===== src/rtl/frame_rx_loader.sv =====
// Framed command parser: FE LEN CMD PAYLOAD EF from UART RX bytes,
// sets N, streams operands into FIFOs and issues the processor start.
module frame_rx_loader #(
  parameter int MAX_N = 8,
  parameter int DW    = 8
) (
  input  logic          clk,
  input  logic          rst,
  input  logic          rx_valid,
  input  logic [DW-1:0] rx_data,
  input  logic          busy,
  output logic [3:0]    N,
  output logic          push_mat,
  output logic [3:0]    push_row,
  output logic          push_vec,
  output logic [DW-1:0] push_data,
  output logic          clr_fifo,
  output logic          start,
  output logic          frame_err
);

  localparam logic [2:0] S_IDLE = 3'd0;
  localparam logic [2:0] S_LEN  = 3'd1;
  localparam logic [2:0] S_CMD  = 3'd2;
  localparam logic [2:0] S_DATA = 3'd3;
  localparam logic [2:0] S_FOOT = 3'd4;

  localparam logic [7:0] HDR = 8'hFE;
  localparam logic [7:0] FTR = 8'hEF;

  localparam logic [7:0] C_SETN  = 8'h01;
  localparam logic [7:0] C_CLR   = 8'h02;
  localparam logic [7:0] C_START = 8'h03;
  localparam logic [7:0] C_MAT   = 8'h04;
  localparam logic [7:0] C_VEC   = 8'h05;

  logic [2:0] state;
  logic [7:0] len;
  logic [7:0] cmd;
  logic [7:0] cnt;
  logic [7:0] pend;
  logic [3:0] col;
  logic [3:0] row;
  logic       mat_ok;
  logic       vec_ok;
  logic       pushed;

  logic [7:0] b;
  logic [7:0] n8;
  logic [7:0] nsq;
  logic       cmd_ok;
  logic       pend_ok;
  logic       can_start;

  assign b         = 8'(rx_data);
  assign n8        = {4'd0, N};
  assign nsq       = n8 * n8;
  assign pend_ok   = (pend != 8'd0) && (pend <= 8'(MAX_N));
  assign can_start = mat_ok && vec_ok && !busy;

  // Length/command legality, judged on the CMD byte itself.
  always_comb begin
    cmd_ok = 1'b0;
    unique case (1'b1)
      (b == C_SETN):  cmd_ok = (len == 8'd2) && !busy;
      (b == C_CLR):   cmd_ok = (len == 8'd1) && !busy;
      (b == C_START): cmd_ok = (len == 8'd1);
      (b == C_MAT):   cmd_ok = (N != 4'd0) && !busy &&
                               (len == nsq + 8'd1);
      (b == C_VEC):   cmd_ok = (N != 4'd0) && !busy &&
                               (len == n8 + 8'd1);
      default:        cmd_ok = 1'b0;
    endcase
  end

  always_ff @(posedge clk or negedge rst) begin
    if (!rst) begin
      state     <= S_IDLE;
      len       <= 8'd0;
      cmd       <= 8'd0;
      cnt       <= 8'd0;
      pend      <= 8'd0;
      col       <= 4'd0;
      row       <= 4'd0;
      mat_ok    <= 1'b0;
      vec_ok    <= 1'b0;
      pushed    <= 1'b0;
      N         <= 4'd0;
      push_mat  <= 1'b0;
      push_row  <= 4'd0;
      push_vec  <= 1'b0;
      push_data <= '0;
      clr_fifo  <= 1'b0;
      start     <= 1'b0;
      frame_err <= 1'b0;
    end else begin
      push_mat  <= 1'b0;
      push_row  <= 4'd0;
      push_vec  <= 1'b0;
      push_data <= '0;
      clr_fifo  <= 1'b0;
      start     <= 1'b0;
      frame_err <= 1'b0;
      if (rx_valid) begin
        case (state)
          S_IDLE: begin
            if (b == HDR)
              state <= S_LEN;
          end
          S_LEN: begin
            len <= b;
            if (b == 8'd0) begin
              frame_err <= 1'b1;
              state     <= S_IDLE;
            end else begin
              state <= S_CMD;
            end
          end
          S_CMD: begin
            cmd    <= b;
            col    <= 4'd0;
            row    <= 4'd0;
            pushed <= 1'b0;
            cnt    <= len - 8'd1;
            if (!cmd_ok) begin
              frame_err <= 1'b1;
              state     <= S_IDLE;
            end else if (len == 8'd1) begin
              state <= S_FOOT;
            end else begin
              state <= S_DATA;
            end
          end
          S_DATA: begin
            if (cmd == C_SETN) begin
              pend <= b;
            end else if (cmd == C_MAT) begin
              push_mat  <= 1'b1;
              push_row  <= row;
              push_data <= rx_data;
              pushed    <= 1'b1;
              // Row-major fill: column wraps at N-1.
              if (col == N - 4'd1) begin
                col <= 4'd0;
                row <= row + 4'd1;
              end else begin
                col <= col + 4'd1;
              end
            end else begin
              push_vec  <= 1'b1;
              push_data <= rx_data;
              pushed    <= 1'b1;
            end
            cnt <= cnt - 8'd1;
            if (cnt == 8'd1)
              state <= S_FOOT;
          end
          S_FOOT: begin
            state <= S_IDLE;
            if (b == FTR) begin
              unique case (1'b1)
                (cmd == C_SETN): begin
                  if (pend_ok) begin
                    N        <= pend[3:0];
                    mat_ok   <= 1'b0;
                    vec_ok   <= 1'b0;
                    clr_fifo <= 1'b1;
                  end else begin
                    frame_err <= 1'b1;
                  end
                end
                (cmd == C_CLR): begin
                  clr_fifo <= 1'b1;
                  mat_ok   <= 1'b0;
                  vec_ok   <= 1'b0;
                end
                (cmd == C_MAT): mat_ok <= 1'b1;
                (cmd == C_VEC): vec_ok <= 1'b1;
                (cmd == C_START): begin
                  if (can_start) begin
                    start  <= 1'b1;
                    mat_ok <= 1'b0;
                    vec_ok <= 1'b0;
                  end else begin
                    frame_err <= 1'b1;
                  end
                end
                default: frame_err <= 1'b1;
              endcase
            end else begin
              frame_err <= 1'b1;
              // A half-loaded operand set must not survive.
              if (pushed) begin
                clr_fifo <= 1'b1;
                mat_ok   <= 1'b0;
                vec_ok   <= 1'b0;
              end
            end
          end
          default: state <= S_IDLE;
        endcase
      end
    end
  end

endmodule


===== config.mk =====
export PLATFORM = sky130hd
export DESIGN_NAME = frame_rx_loader
export DESIGN_NICKNAME = d
export VERILOG_FILES = /design/src/rtl/frame_rx_loader.sv
export SDC_FILE = /design/constraint.sdc
export NUM_CORES = 1
export LEC_CHECK = 0
export CORE_MARGIN = 2
export CORE_UTILIZATION = 40
export DETAILED_ROUTE_END_ITERATION = 7
export PLACE_DENSITY_LB_ADDON = 0.15
export SLEW_MARGIN = 20
export SYNTH_ARGS = -nofsm -noshare
export SYNTH_HDL_FRONTEND = slang
export SYNTH_SLANG_ARGS = --single-unit

===== constraint.sdc =====
create_clock -name clk -period 4.62 [get_ports clk]
set_input_delay 0.924 -clock clk [delete_from_list [all_inputs] [get_ports clk]]
set_output_delay 0.924 -clock clk [all_outputs]
set_load 0.02 [all_outputs]

# Yosys cells after proc, flatten, opt, wreduce, memory -nomap -nowiden
# Index checks and enable logic that the tools add are counted.
dict set report totals {
  regBits 67
  inputBits 12
  out_inout_bits 21
  word_cells 144
}
dict set report classes {
  n_addsub 7
  multipliers 1
  magnitude_cmp 1
  eq_ne 31
  mux 59
  reduce_logical 27
}
# op n
set ops {}
lappend ops {{8-bit by 2-bit == test with 1-bit output, second input constant} 5}
lappend ops {{4-bit 2-to-1 mux} 10}
lappend ops {{8-bit by 1-bit == test with 1-bit output, second input constant} 4}
lappend ops {{8-bit by 3-bit == test with 1-bit output, second input constant} 4}
lappend ops {{1-bit 2-to-1 mux} 30}
lappend ops {{8-bit 2-to-1 mux} 3}
lappend ops {{8-bit == test, second input constant} 2}
lappend ops {{4-bit one-hot mux with 2 select lines} 2}
lappend ops {{8-bit one-hot mux with 2 select lines} 1}
lappend ops {{8-bit by 1-bit subtractor with 8-bit output, second input constant} 2}
lappend ops {{3-bit 2-to-1 mux} 4}
lappend ops {{3-bit one-hot mux with 4 select lines} 1}
lappend ops {{6-bit AND reduction} 2}
lappend ops {{2-bit inequality test, second input constant} 5}
lappend ops {{5-bit AND reduction} 2}
lappend ops {{3-bit AND reduction} 3}
lappend ops {{4-bit by 1-bit adder with 4-bit output, second input constant} 2}
lappend ops {{8-bit by 1-bit adder with 8-bit output, second input constant} 1}
lappend ops {{8-bit by 5-bit == test with 1-bit output} 1}
lappend ops {{8-bit == test} 1}
lappend ops {{8-bit by 4-bit <= comparator with 1-bit output, second input constant} 1}
lappend ops {{1-bit logical AND} 8}
lappend ops {{8-bit zero test} 1}
lappend ops {{4-bit by 4-bit multiplier with 8-bit output} 1}
lappend ops {{other kinds (22)} 30}

# Longest topological paths before layout
# Gate-level depths: netlist of the first run.
dict set report logic_depth {
  depth_word 8
  ltp_mapped 10
  ltp_nobuf 9
}

# Least setup slack after synthesis of the first run
# Ideal clock, no wire load.
dict set report synth_path {
  path_type {input port to flip-flop}
  start {input rx_data[4]}
  end {register frame_err}
  setup_ns 0.120
  t_arrival_ns 2.454
  required_time_ns 4.500
  path_slack_ns 2.046
  stages 6
  path_buffers 0
  path_cell_list {or4_4 -> nor3_4 -> o2111ai_1 -> a211oi_2 -> nand4_2 -> a31o_1}
}
dict set report synth_via {
  elab_chain_len 5
  word_cells_on_any_way 13
  classes_between {6 x eq/ne; 6 x mux; 1 x reduce/logical}
}
# element line
set synth_rtl {}
lappend synth_rtl {{from (decl)} 10} ;# input logic [DW-1:0] rx_data,
lappend synth_rtl {{8-bit by 3-bit == test with 1-bit output, or another cell as far along} 70} ;# (b == C_VEC): cmd_ok = (N != 4'd0) && !busy &&
lappend synth_rtl {{1-bit one-hot mux with 5 select lines} 64} ;# unique case (1'b1)
lappend synth_rtl {{1-bit 2-to-1 mux} 125} ;# if (!cmd_ok) begin
lappend synth_rtl {{1-bit one-hot mux with 3 select lines *} 105} ;# case (state)
lappend synth_rtl {{1-bit 2-to-1 mux *} 104} ;# if (rx_valid) begin
lappend synth_rtl {{to (signal assigned)} 103} ;# frame_err <= 1'b0;
lappend synth_rtl {{to (signal assigned)} 113} ;# frame_err <= 1'b1;
lappend synth_rtl {{to (signal assigned)} 126} ;# frame_err <= 1'b1;
lappend synth_rtl {{to (decl)} 19} ;# output logic frame_err
# Every way passes the cells marked *; elsewhere a longest branch is shown, timed or not.
# A chain may end at the register's enable or synchronous reset.

# Final worst setup path of the first run
dict set report layout_path {
  start {input rx_data[3]}
  end {register N[0]}
}
dict set report layout_via {
  elab_chain_len 2
}
# element line
set layout_rtl {}
lappend layout_rtl {{8-bit == test} 160} ;# if (b == FTR) begin
lappend layout_rtl {{5-bit AND reduction (no source line)} --}
lappend layout_rtl {{to (signal assigned)} 164} ;# N <= pend[3:0];
lappend layout_rtl {{to (decl)} 12} ;# output logic [3:0] N,
# Every way passes these cells.

==> results of run 1 <==
==> worst paths after layout <==
| check | endpoint | slack (ps) |
|---|---|---|
| hold / removal | mat_ok$_DFFE_PN0P_ | 500 |
| hold reg to reg | mat_ok$_DFFE_PN0P_ | 500 |
| setup / recovery | N[0]$_DFFE_PN0P_ | 1580 |
| min in group asynchronous | push_mat$_DFF_PN0_ | 660 |
| max in group asynchronous | push_data[7]$_DFF_PN0_ | 3030 |
| setup reg to reg | frame_err$_DFF_PN0_ | 1980 |
==> metal layers <==
| layer | vias up | share of wire (%) |
|---|---|---|
| met5 | - | 0 |
| li1 | 1376 | - |
| met2 | 63 | 47 |
| met4 | 0 | 2.3 |
| met3 | 16 | 3.7 |
| met1 | 1376 | 47 |
==> state kept, by name (all words and copies together) (netlist names), 8 cells and up <==
name and cells:
cmd 8, cnt 8, len 8, pend 8, push_data 8
==> worst max-delay path, stage by stage <==
cell             delay, ps
clkdlybuf4s50_1        690
and3_1                 220
nand3_1                100
nor3_1                 460
nand2_1                180
nor3_2                 320
mux2_2                 380
==> cell families after synthesis <==
logic type               Yosys count
XOR/XNOR                          25
buffers and inverters             25
AO/OA/AOI/OAI                     74
multiplexers                      29
adder cells (fa/ha/maj)           14
flip-flops                        67
AND/OR/NAND/NOR                  133
==> cells in the final DEF, fill, tap and decap left out, types with 4 or more instances in the layout <==
cell	count
xor2_1	7
o21ai_0	23
nand3_1	11
and2_1	16
inv_1	12
nor3_1	15
a21oi_1	15
ha_1	14
nor2_1	29
a31oi_1	5
nor2b_1	5
nand2_1	21
clkdlybuf4s50_1	31
xnor2_1	18
nor4_1	4
mux2_2	26
clkbuf_8	9
dfrtp_1	67
==> area by class of cell <==
cell class / count / area [µm²]
Fill cell: 897 / 4860
Multi-Input combinational cell: 275 / 1950
Sequential cell: 67 / 1680
Timing Repair Buffer: 34 / 330
Tap cell: 111 / 139
Clock buffer: 10 / 128
Clock inverter: 6 / 66.3
Inverter: 12 / 45.0
==> power groups by stage <==
stage               clock [mW]  sequential (mW)  combinational, mW
global placement             0            0.613             0.0755
finish                   0.489            0.602             0.0760
CTS                      0.507            0.602             0.0771
floorplan                    0            0.609             0.0415
detailed placement           0            0.613             0.0763
global route             0.528            0.603             0.0849
==> metrics by stage <==
stage               instances  instance area (µm²)
floorplan                 367                 3770
detailed placement        499                 4140
CTS                       515                 4340
global placement          499                 4140
global route              515                 4340
finish                    515                 4340
==> metrics.txt, run 1 <==
met1 Usage GRT=25.0%; Leak=1.90 nW; hold path cells=1; share of post-route cells with drive strength above 1=between 10% and 20%; area of the mapped netlist=approximately 3800 µm²; Comb pwr share=under 10%; Startpoint Class=primary input; H-tree levels=3; post-route ant nets=0; iteration-0 DRC count of the detailed router=134; reg2reg path depth=9; Worst Path Required=about 5000 ps; Synth area leaders=dfrtp_1 (44%), mux2_2 (7.8%), ha_1 (4.6%), xnor2_1 (4.2%), o21ai_0 (3.0%); clock buffer depth=2; Max Clock Freq=329 MHz; max-cap violation count=0; clock skew=12.2 ps; Synth-to-Final Area Change=14.9%; final net count=425; die height=roughly 100 µm; total CTS buffers=9; Yosys warning count=0; CTS tree=yes; Net Count, Synth=393; Post-CTS Setup Bufs=0; GRT Resource Usage Total=18.5%; WL final=8640 µm; pwr dens=269 nW/µm²; status=complete, no violations; Worst Slack Setup Final=1580 ps; Min Clock Period, post-route=3040 ps; # IOs=33; CP endpoint kind=register; multiplexer share of the synthesized area=under 10%; DIE AREA=10200 µm²; core box area=9200 µm²; Final Max Slew Viols=0; dpl hpwl=slightly above 6000 µm; DR vias/cell=5.50; clock power share=41.9%; largest family of logic cells by synthesized area=simple AND/OR/NAND/NOR gates; sequential share of power=51.6%; n_diodes=0; drt wl/cell=about 17 µm; initial antenna violation count=0; DRC viols=0; number of flops mapped to enable cells by yosys=0; port bufs=32; worst slew pin tran=between 800 and 900 ps; crit path kind=primary input to register; post-synthesis cell type count=58; Yosys reg bits=67; syn_area_per_cell=10.3 µm²; Seq/Total Area, Yosys=44.4%; Post-Syn Instances=between 300 and 400; vias in the first global route=2834; final weighted congestion in routability-driven placement=between 0.8 and 0.9; Worst-path clk slew=80 ps; clk_lat worst skew=350 ps; Root Buffer Master=clkbuf_8; Sw Share=25.4%; chip width=~100 µm; hold crit path type=register to register; Initial Utilization=41.0%; Tcrit/Tclk final=65.9%; Slew HR=46.4%; Worst Setup SP=rx_data[3]; Fin Setup TNS=0 ps; post-synthesis adder-cell area fraction=4.64%; hold path startpoint=mat_ok$_DFFE_PN0P_; Post-synth ARST share=100%; top-count cell post-synth=dfrtp_1; hold buffer count at cts=0; net switching power=~0.30 mW; Post-synth top cells=dfrtp_1 (67), nor2_1 (29), mux2_2 (26), o21ai_0 (23), nand2_1 (21); Power Total=1.17 mW; gr ovfl total=0; Clock Sinks=67; RR Startpoint=N[2]$_DFFE_PN0P_; pre-CTS setup slack=1220 ps; drt first pass iters=4; Peak VDD IR=0.173 mV; vias=2831; xor and xnor area share after synthesis=5.80%; num rows=35; final count of hold timing violations=0; met3 global-route usage=4.42%; cts repair resizes=0; first-pass GRT wire length=14600 µm; largest net degree at the start of global routing=37; simple-gate share of the synthesized area=19.8%; CP Max Fanout=8; RSZ-0062 raised after global routing=false; Synth Area in Compound Gates=12.9%; Util after Layout=47.2%; final setup vio count=0; Most used DFF post-synth=dfrtp_1; met2 Use GR=28.6%; WP data arrival=3280 ps; leading area contributor after synthesis=dfrtp_1; worst hold margin=496 ps; most used routing layer=met2; Internal=0.871 mW; top-area cell type share of the netlist area=44.4%
Note: power is estimated with default switching activity, not from simulation.
==> run 2: changes to the inputs <==
clock period = 2.9 ns   (was 4.62 ns; I/O delays follow)
==> run 2 against run 1 <==
Net effect:
- count of clock-buffer cells in the layout stayed put
- first-iteration DRC count rose by 41%
- combinational power increased by 74%
- routed wire length increased by 2.2%
- critical path depth grew 1
- sequential power grew 59%
- sequential cell count is the same
- setup slack got worse by 1200 ps
- design area increased by 3.9%
- largest power group unchanged
- highest routed layer unchanged
==> metrics.txt, run 2 (synthesis results as in run 1) <==
hold buffer count at cts=0; chip width=101 µm; r2r setup slk=roughly 420 ps; Peak VDD IR=roughly 0.22 mV; Startpoint Class=register; Initial Utilization=between 40% and 50%; Synth-to-Final Area Change=19.4%; Root Buffer Master=clkbuf_8; CP endpoint kind=register; final setup vio count=0; gr ovfl total=0; DR vias/cell=5.49; cts repair resizes=0; Power Total=1.98 mW; final weighted congestion in routability-driven placement=0.915; pwr dens=about 440 nW/µm²; R2R Path End=frame_err$_DFF_PN0_; vias in the first global route=about 2.8k; core box area=between 9000 and 10000 µm²; WL final=8830 µm; share of post-route cells with drive strength above 1=17.4%; Fin Setup TNS=0 ps; Worst Path Required=3140 ps; RSZ-0062 raised after global routing=false; iteration-0 DRC count of the detailed router=between 150 and 200; clock skew=14.9 ps; drt wl/cell=16.6 µm; largest net degree at the start of global routing=68; CTS tree=yes; clock buffer depth=2; critical path cell sequence=and2_1 > ha_1 > xor2_1 > xnor2_1 > a2111o_1 > a211oi_2 > nand4_2 > a31o_1; H-tree levels=3; total CTS buffers=9; WP data arrival=2720 ps; hold crit path type=primary input to asynchronous set/reset pin; final net count=442; die height=between 100 and 150 µm; Max stage delay on crit path=500 ps; post-route ant nets=0; drt first pass iters=4; dpl hpwl=approximately 6500 µm; most common cell after layout, fill and taps aside=dfrtp_1; Final Max Slew Viols=0; GRT Resource Usage Total=18.4%; RR Startpoint=N[1]$_DFFE_PN0P_; num rows=35; Filler cells=868; Leak=slightly above 2 nW; clk_lat worst skew=350 ps; vias=2914; DRC viols=0; Slowest cell on crit path=dfrtp_1; crit path kind=register to register; Clock Sinks=67; commonest non-fill, non-tap cells in the layout=dfrtp_1 (67), clkdlybuf4s50_1 (31), nor2_1 (29); final count of hold timing violations=0; Slew HR=a little over three fifths; first-pass GRT wire length=14500 µm; # IOs=33; CP Max Fanout=10; worst slew pin tran=545 ps; n_diodes=0; DIE AREA=10200 µm²; max-cap violation count=0; Max Clock Freq=403 MHz; Min Clock Period, post-route=2480 ps; Post-CTS Setup Bufs=0; Tcrit/Tclk final=85.6%; reg2reg path depth=8; port bufs=32; Worst-path clk slew=80 ps; status=complete, no violations; initial antenna violation count=0
## run 2: how the worst max path moves through the flow
stage                     cells after the start             endpoint             start  slack, ps
after floorplan                              10  frame_err$_DFF_PN0_  N[2]$_DFFE_PN0P_        500
after global placement                        7  frame_err$_DFF_PN0_        rx_data[4]        130
after detailed placement                      7  frame_err$_DFF_PN0_        rx_data[4]         60
after CTS                                     8  frame_err$_DFF_PN0_  N[1]$_DFFE_PN0P_        420
after global routing                          8  frame_err$_DFF_PN0_  N[1]$_DFFE_PN0P_        260
final                                         8  frame_err$_DFF_PN0_  N[1]$_DFFE_PN0P_        420
## run 2: worst max-delay path, delay by kind of cell (launching register included)
kind                       cells  cell delay, ps
DFF                            1             500
and+or+nand+nor                2             400
xor gates and xnor gates       2             320
AOI/OAI and AO/OA              3             830
adders and majority gates      1             330
## run 2: area by class of cell
cell class | instances | area [µm²] | share of cell area [%]
multi-input cells | 275 | 1950 | 43.3
inverters | 12 | 45.0 | 1.00
well taps | 111 | 139 | 3.08
flip-flops and latches | 67 | 1680 | 37.2
clock buffers | 10 | 138 | 3.05
repair buffers | 51 | 470 | 10.4
clock inverters | 5 | 85.1 | 1.89
## run 2: through the flow
stage	setup slack, ps	hold WS, ps	cells	util, %	instance area (µm²)
2_1_floorplan	503	284	367	-	3770
3_3_place_gp	133	477	516	46.6	4280
3_5_place_dp	59.4	490	516	46.6	4280
4_1_cts	420	255	531	49.0	4510
5_1_grt	262	256	531	49.0	4510
6_report	417	228	531	49.0	4510
## run 2: per-layer routing
layer  wire length, µm  track usage (%)  up-vias
met4               150             7.28        0
met3               238             2.90       13
met2              4160             28.5       47
met5                 0                0        -
li1                  -                -     1421
met1              4280             26.0     1433
## run 2: where the power goes
| part | switching (mW) | internal, mW |
|---|---|---|
| registers | 0.0164 | 0.942 |
| clock network | 0.380 | 0.508 |
| logic | 0.0736 | 0.0584 |
